**src/rtl/sensor_xbar_pkg.sv**
```systemverilog
// Shared types and reply codes for the sensor command router.
package sensor_xbar_pkg;

  typedef enum logic [1:0] {
    IDLE  = 2'd0,
    START = 2'd1,
    WAIT  = 2'd2,
    SEND  = 2'd3
  } state_t;

  localparam logic [7:0] ERR_UNKNOWN = 8'h3F;
  localparam logic [7:0] ERR_TIMEOUT = 8'h45;

endpackage

```
**src/rtl/sensor_cmd_router_if.sv**
```systemverilog
// UART byte link: command bytes in, response bytes out under valid/ready.
interface sensor_cmd_router_if;
  logic [7:0] rx_data;
  logic       rx_valid;
  logic [7:0] tx_data;
  logic       tx_valid;
  logic       tx_ready;

  // UART side drives commands and back-pressure
  modport master (
    output rx_data, rx_valid, tx_ready,
    input  tx_data, tx_valid
  );

  // router side consumes commands and produces the response stream
  modport slave (
    input  rx_data, rx_valid, tx_ready,
    output tx_data, tx_valid
  );
endinterface

```
**src/rtl/resp_serializer.sv**
```systemverilog
// Holds one response word and streams it LSB byte first over valid/ready.
module resp_serializer #(
  parameter int unsigned MAX_BYTES = 5
) (
  input  logic                   clk,
  input  logic                   rst,
  input  logic                   load,
  input  logic [8*MAX_BYTES-1:0] load_data,
  input  logic [3:0]             load_len,
  input  logic                   tx_ready,
  output logic [7:0]             tx_data,
  output logic                   tx_valid,
  output logic                   done
);
  localparam int unsigned DW = 8 * MAX_BYTES;

  logic [DW-1:0] buffer;
  logic [DW-1:0] shifted;
  logic [3:0]    len;
  logic [3:0]    idx;
  logic          last;

  assign shifted = buffer >> 8;
  assign last    = (idx == len - 4'd1);
  assign done    = tx_valid && tx_ready && last;

  // buffer shifts down one byte per handshake so the next byte is always [7:0]
  always_ff @(posedge clk or negedge rst) begin
    if (!rst) begin
      buffer   <= '0;
      len      <= '0;
      idx      <= '0;
      tx_data  <= '0;
      tx_valid <= 1'b0;
    end else if (load) begin
      buffer   <= load_data;
      len      <= load_len;
      idx      <= '0;
      tx_data  <= load_data[7:0];
      tx_valid <= 1'b1;
    end else if (tx_valid && tx_ready) begin
      if (last) begin
        buffer   <= '0;
        len      <= '0;
        idx      <= '0;
        tx_data  <= '0;
        tx_valid <= 1'b0;
      end else begin
        buffer  <= shifted;
        idx     <= idx + 4'd1;
        tx_data <= shifted[7:0];
      end
    end
  end
endmodule

```
**src/rtl/sensor_cmd_router.sv**
```systemverilog
// Decodes one-byte commands, triggers the matching sensor, and replies with
// its data, a timeout error, or an unknown-command error.
module sensor_cmd_router
  import sensor_xbar_pkg::*;
#(
  parameter int unsigned          N_CH           = 2,
  parameter int unsigned          MAX_BYTES      = 5,
  parameter logic [N_CH*8-1:0]    CMD_CODES      = {8'h44, 8'h54},
  parameter logic [N_CH*4-1:0]    CH_BYTES       = {4'd2, 4'd5},
  parameter int unsigned          TIMEOUT_CYCLES = 50_000_000
) (
  input  logic                        clk,
  input  logic                        rst,
  sensor_cmd_router_if.slave          link,
  output logic [N_CH-1:0]             sens_start,
  input  logic [N_CH*8*MAX_BYTES-1:0] sens_data,
  input  logic [N_CH-1:0]             sens_valid,
  output logic                        busy
);
  localparam int unsigned DW  = 8 * MAX_BYTES;
  localparam int unsigned CHW = (N_CH > 1) ? $clog2(N_CH) : 1;
  localparam int unsigned CW  = (TIMEOUT_CYCLES > 1) ? $clog2(TIMEOUT_CYCLES) : 1;
  localparam logic [CW-1:0] CNT_LAST = CW'(TIMEOUT_CYCLES - 1);

  state_t          state, state_n;
  logic [CHW-1:0]  ch, ch_n;
  logic [CW-1:0]   cnt, cnt_n;
  logic [N_CH-1:0] start_n;

  logic            hit;
  logic [CHW-1:0]  hit_ch;

  logic            load;
  logic [DW-1:0]   load_data;
  logic [3:0]      load_len;
  logic            done;
  logic [7:0]      tx_data;
  logic            tx_valid;

  // lowest matching index wins
  always_comb begin
    hit    = 1'b0;
    hit_ch = '0;
    for (int unsigned i = 0; i < N_CH; i++) begin
      if (!hit && link.rx_data == CMD_CODES[8*i +: 8]) begin
        hit    = 1'b1;
        hit_ch = CHW'(i);
      end
    end
  end

  always_comb begin
    state_n   = state;
    ch_n      = ch;
    cnt_n     = cnt;
    start_n   = '0;
    load      = 1'b0;
    load_data = '0;
    load_len  = '0;
    case (state)
      IDLE: begin
        if (link.rx_valid) begin
          if (hit) begin
            ch_n    = hit_ch;
            start_n = N_CH'(1) << hit_ch;
            state_n = START;
          end else begin
            load      = 1'b1;
            load_data = DW'(ERR_UNKNOWN);
            load_len  = 4'd1;
            state_n   = SEND;
          end
        end
      end
      START: begin
        cnt_n   = '0;
        state_n = WAIT;
      end
      WAIT: begin
        // data takes priority over a timeout landing in the same cycle
        if (sens_valid[ch]) begin
          load      = 1'b1;
          load_data = sens_data[ch*DW +: DW];
          load_len  = CH_BYTES[ch*4 +: 4];
          state_n   = SEND;
        end else if (cnt == CNT_LAST) begin
          load      = 1'b1;
          load_data = DW'(ERR_TIMEOUT);
          load_len  = 4'd1;
          state_n   = SEND;
        end else begin
          cnt_n = cnt + CW'(1);
        end
      end
      SEND: begin
        if (done) state_n = IDLE;
      end
      default: state_n = IDLE;
    endcase
  end

  always_ff @(posedge clk or negedge rst) begin
    if (!rst) begin
      state      <= IDLE;
      ch         <= '0;
      cnt        <= '0;
      sens_start <= '0;
      busy       <= 1'b0;
    end else begin
      state      <= state_n;
      ch         <= ch_n;
      cnt        <= cnt_n;
      sens_start <= start_n;
      busy       <= (state_n != IDLE);
    end
  end

  resp_serializer #(.MAX_BYTES(MAX_BYTES)) u_ser (
    .clk       (clk),
    .rst       (rst),
    .load      (load),
    .load_data (load_data),
    .load_len  (load_len),
    .tx_ready  (link.tx_ready),
    .tx_data   (tx_data),
    .tx_valid  (tx_valid),
    .done      (done)
  );

  assign link.tx_data  = tx_data;
  assign link.tx_valid = tx_valid;
endmodule
```
**src/flat_wrapper.sv**
```systemverilog
// flat-port wrapper written by rule: the top's interface ports become plain ports
module sensor_cmd_router_flat import sensor_xbar_pkg::*;
#(
  parameter int unsigned          N_CH           = 2,
  parameter int unsigned          MAX_BYTES      = 5,
  parameter logic [N_CH*8-1:0]    CMD_CODES      = {8'h44, 8'h54},
  parameter logic [N_CH*4-1:0]    CH_BYTES       = {4'd2, 4'd5},
  parameter int unsigned          TIMEOUT_CYCLES = 50_000_000
)
  (clk, rst, sens_start, sens_data, sens_valid, busy, link_rx_data, link_rx_valid, link_tx_ready, link_tx_data, link_tx_valid);
  sensor_cmd_router_if link_i ();
  input  logic clk;
  input  logic rst;
  output logic [N_CH-1:0] sens_start;
  input  logic [N_CH*8*MAX_BYTES-1:0] sens_data;
  input  logic [N_CH-1:0] sens_valid;
  output logic busy;
  input wire logic [$bits(link_i.rx_data)-1:0] link_rx_data;
  input wire logic [$bits(link_i.rx_valid)-1:0] link_rx_valid;
  input wire logic [$bits(link_i.tx_ready)-1:0] link_tx_ready;
  output wire logic [$bits(link_i.tx_data)-1:0] link_tx_data;
  output wire logic [$bits(link_i.tx_valid)-1:0] link_tx_valid;
  assign link_i.rx_data = link_rx_data;
  assign link_i.rx_valid = link_rx_valid;
  assign link_i.tx_ready = link_tx_ready;
  assign link_tx_data = link_i.tx_data;
  assign link_tx_valid = link_i.tx_valid;
  sensor_cmd_router #(.N_CH(N_CH), .MAX_BYTES(MAX_BYTES), .CMD_CODES(CMD_CODES), .CH_BYTES(CH_BYTES), .TIMEOUT_CYCLES(TIMEOUT_CYCLES)) u_core (.clk(clk), .rst(rst), .link(link_i), .sens_start(sens_start), .sens_data(sens_data), .sens_valid(sens_valid), .busy(busy));
endmodule
```
**config.mk**
```make
export PLATFORM = sky130hd
export DESIGN_NAME = sensor_cmd_router_flat
export DESIGN_NICKNAME = d
export VERILOG_FILES = /design/src/rtl/sensor_xbar_pkg.sv /design/src/rtl/sensor_cmd_router_if.sv /design/src/rtl/resp_serializer.sv /design/src/rtl/sensor_cmd_router.sv /design/src/flat_wrapper.sv
export SDC_FILE = /design/constraint.sdc
export NUM_CORES = 1
export LEC_CHECK = 0
export BUFFER_PORTS_ARGS = -buffer_cell sky130_fd_sc_hd__buf_2
export CORE_AREA = 2 2 97 122
export CTS_CLUSTER_SIZE = 12
export DETAILED_ROUTE_END_ITERATION = 8
export DIE_AREA = 0 0 99 124
export PLACE_DENSITY = 0.67
export SETUP_SLACK_MARGIN = 0.15
export SLEW_MARGIN = 0
export SYNTH_ARGS = -nofsm -noshare
export SYNTH_HDL_FRONTEND = slang
export SYNTH_HIERARCHICAL = 1
export SYNTH_SLANG_ARGS = --single-unit
```
**constraint.sdc**
```tcl
create_clock -name clk -period 3.5 [get_ports clk]
set_clock_uncertainty 0.1 [all_clocks]
set_input_delay 0.7 -clock clk [delete_from_list [all_inputs] [get_ports clk]]
set_output_delay 0.7 -clock clk [all_outputs]
set_load 0.01 [all_outputs]
```
==> metrics <==
initial antenna violation count=0; Critical Path Sink Type=flip-flop; WL/cell=15.2 um; Initial Utilization=0.446; total die area=0.0123 mm^2; placer congestion estimate=0.828; most used cell, CP=inv_1; Post-synth EDFFs=0; DRT Pass-1 Iters=5; ys flop type=dfrtp_1; crit path DAT=slightly above 3 ns; Slew Viols, Final=0; DR vias/cell=5.61; antenna diode count=0; max_cap viols=0; Post-synth top cells=dfrtp_1, nand2_1, o21ai_0; post-CTS setup repair buffer count=0; Reg area=0.00203 mm^2; I/O pin cnt=between 100 and 150; die height=124 um; most frequent cell after synthesis=dfrtp_1; Power, Total=about 3.7 mW; Syn Nets=667; Max-slew headroom=0.321; leading area contributor after synthesis=dfrtp_1; detailed placement HPWL=about 8500 um; flops & latches, synth=81; area of the multi-input gates=0.00262 mm^2; worst skew pair latency=roughly 0.34 ns; design area=0.00577 mm^2; pin count of the biggest net entering global routing=82; Cell Area, Synth=just under 0.005 mm^2; via count=4430; P_leak=about 2.9 nW; cts hold-fix bufs=0; Core ar.=0.0110 mm^2; CTS tree=built; Site Rows=43; CTS resizes=0; Final setup violation count=0; Worst Max-Slew Pin Slew=1.02 ns; Area contributors post-synth=dfrtp_1, mux2i_1, o21ai_0; Num CTS Buffers=9; WP buf/inv=2; vias in the first global route=4284; fmax=0.341 GHz; slowest CP cell=or4b_1; pwr dens=637 mW/mm^2; setup TNS=0 ns; CTS Sinks=81; die width=a little under 100 um; Final Hold Vio Count=0; post-synthesis cell type count=61; Yosys Warn Count=6; ratio of cells with drive above 1 in the final layout=0.223; CP Depth=10; nets=752; Syn Area/Cell=roughly 8.7 um^2; WHS Path Cells=2; worst-case vdd ir drop=0.313 mV; IO buf count=between 100 and 150; Area Overhead vs Synth=17.3%; crit path cell chain=inv_1 -> ha_1 -> or4b_1 -> nor4_4 -> a31oi_1 -> nand2_2 -> inv_1 -> and3_1 -> a21oi_1 -> o21ai_0; status=finished clean; drt initial violations=roughly 310; class of the worst hold path=reg2reg; crit path max fanout=27; R2R depth=10; # DRC=0; Bufs on Longest Clock Path=2; WS Path Type=reg2reg; CP Launch Type=flip-flop; final wirelength=roughly 12000 um; Root Buffer=clkbuf_16; CP peak stage delay=0.50 ns; final period utilization=0.838; fillcell total=1004; asr flop ratio synth=1.00; Antenna Nets Post-Route=0; global-route wire length before repair=between 15000 and 20000 um; Remaining Overflow, GRT=0; Critical Path RT=3.60 ns; placed cell area=0.00549 mm^2; GRT Util Overall=0.198; top cell type's share of synthesized area=0.412; sequential share of the synthesized area=0.412; H-Tree Level Count=3; RSZ-0062 raised after global routing=false; Crit path max-delay family=simple AND/OR/NAND/NOR gates; CTS clock-pin slew for the worst setup and hold paths=0.06 ns; Gate Count Post-Synth=about 570; final core utilization=0.523; Period minus WS final=2.93 ns
[through the flow]
stage / setup slack [ns] / hold slack, ns / std cells
final: 0.566 / 0.403 / 790
after global routing: 0.282 / 0.439 / 790
after CTS: 0.568 / 0.407 / 790
after detailed placement: 0.521 / 0.392 / 775
after global placement: 0.589 / 0.389 / 775
after floorplan: 0.787 / 0.304 / 566
[cell usage in the layout, fill, tap and decap left out, drive strengths merged, types with 3 or more instances in the layout]
master / n
ha: 7
o211ai: 10
a21oi: 40
nor3: 8
nand4: 5
nand3: 22
clkbuf: 13
o31ai: 6
or4: 10
inv: 16
a22o: 3
dfrtp: 81
xnor2: 6
nand2b: 4
mux2i: 41
or3: 8
nand2: 66
nor4: 6
a22oi: 8
and4: 3
nor2: 51
buf: 116
or2: 3
o21ai: 60
and3: 29
[layer usage]
layer  vias to the layer above  share of wire  GRT usage
met5                         -              0          0
met4                         0          0.015     0.0668
met3                        17          0.048     0.0382
met2                       118           0.51      0.353
met1                      2110           0.42      0.240
li1                       2185              -          -
[power by group]
group	switching, mW	internal, mW	total (mW)
Clock	0.356	0.533	0.890
Sequential	0.162	1.15	1.31
Combinational	0.954	0.516	1.47
Total	1.47	2.20	3.67
[sequential cells by signal, indices dropped and copies added (netlist names)]
name,cells
u_core/sens_start,2
u_core/u_ser/tx_valid,1
u_core/u_ser/len,4
u_core/u_ser/idx,4
u_core/busy,1
u_core/u_ser/tx_data,7
u_core/state,2
u_core/cnt,26
u_core/ch,1
u_core/u_ser/buffer,33
[area by class of cell]
type	instances	area share
clock inverter	2	0.00217
timing repair buffer	116	0.106
inverter	16	0.0104
multi-input combinational	427	0.454
sequential	81	0.351
tap	135	0.0293
clock buffer	13	0.0468
[cell families (layout without fill, tap and decap cells)]
family	after synthesis	in the layout	synth area share
and+or+nand+nor	224	224	0.231
AOI/OAI and AO/OA	143	143	0.171
muxes	43	43	0.0905
other	1	1	0.000762
DFF	81	81	0.412
xor gates and xnor gates	9	9	0.0203
adders and majority gates	7	7	0.0178
buffers and inverters	58	147	0.0567
[worst paths after layout]
kind                       slack, ns                     from                      end
min in group asynchronous       0.43                      rst     u_core/sens_start[1]
max in group asynchronous       2.19                      rst                u_core/ch
max reg2reg                     0.57          u_core/state[0]  u_core/u_ser/buffer[17]
min reg2reg                     0.40  u_core/u_ser/buffer[27]  u_core/u_ser/buffer[27]
min                             0.40  u_core/u_ser/buffer[27]  u_core/u_ser/buffer[27]
max                             0.57          u_core/state[0]  u_core/u_ser/buffer[17]
[worst register-to-register path, delay by kind of cell, from the launching register on]
family / cells / cell delay (ns)
AO/OA/AOI/OAI: 3 / 0.43
adder cells (fa/ha/maj): 1 / 0.18
buffers and inverters: 2 / 0.45
flip-flops: 1 / 0.42
AND/OR/NAND/NOR: 4 / 1.21
Note: power is estimated with default switching activity, not from simulation.
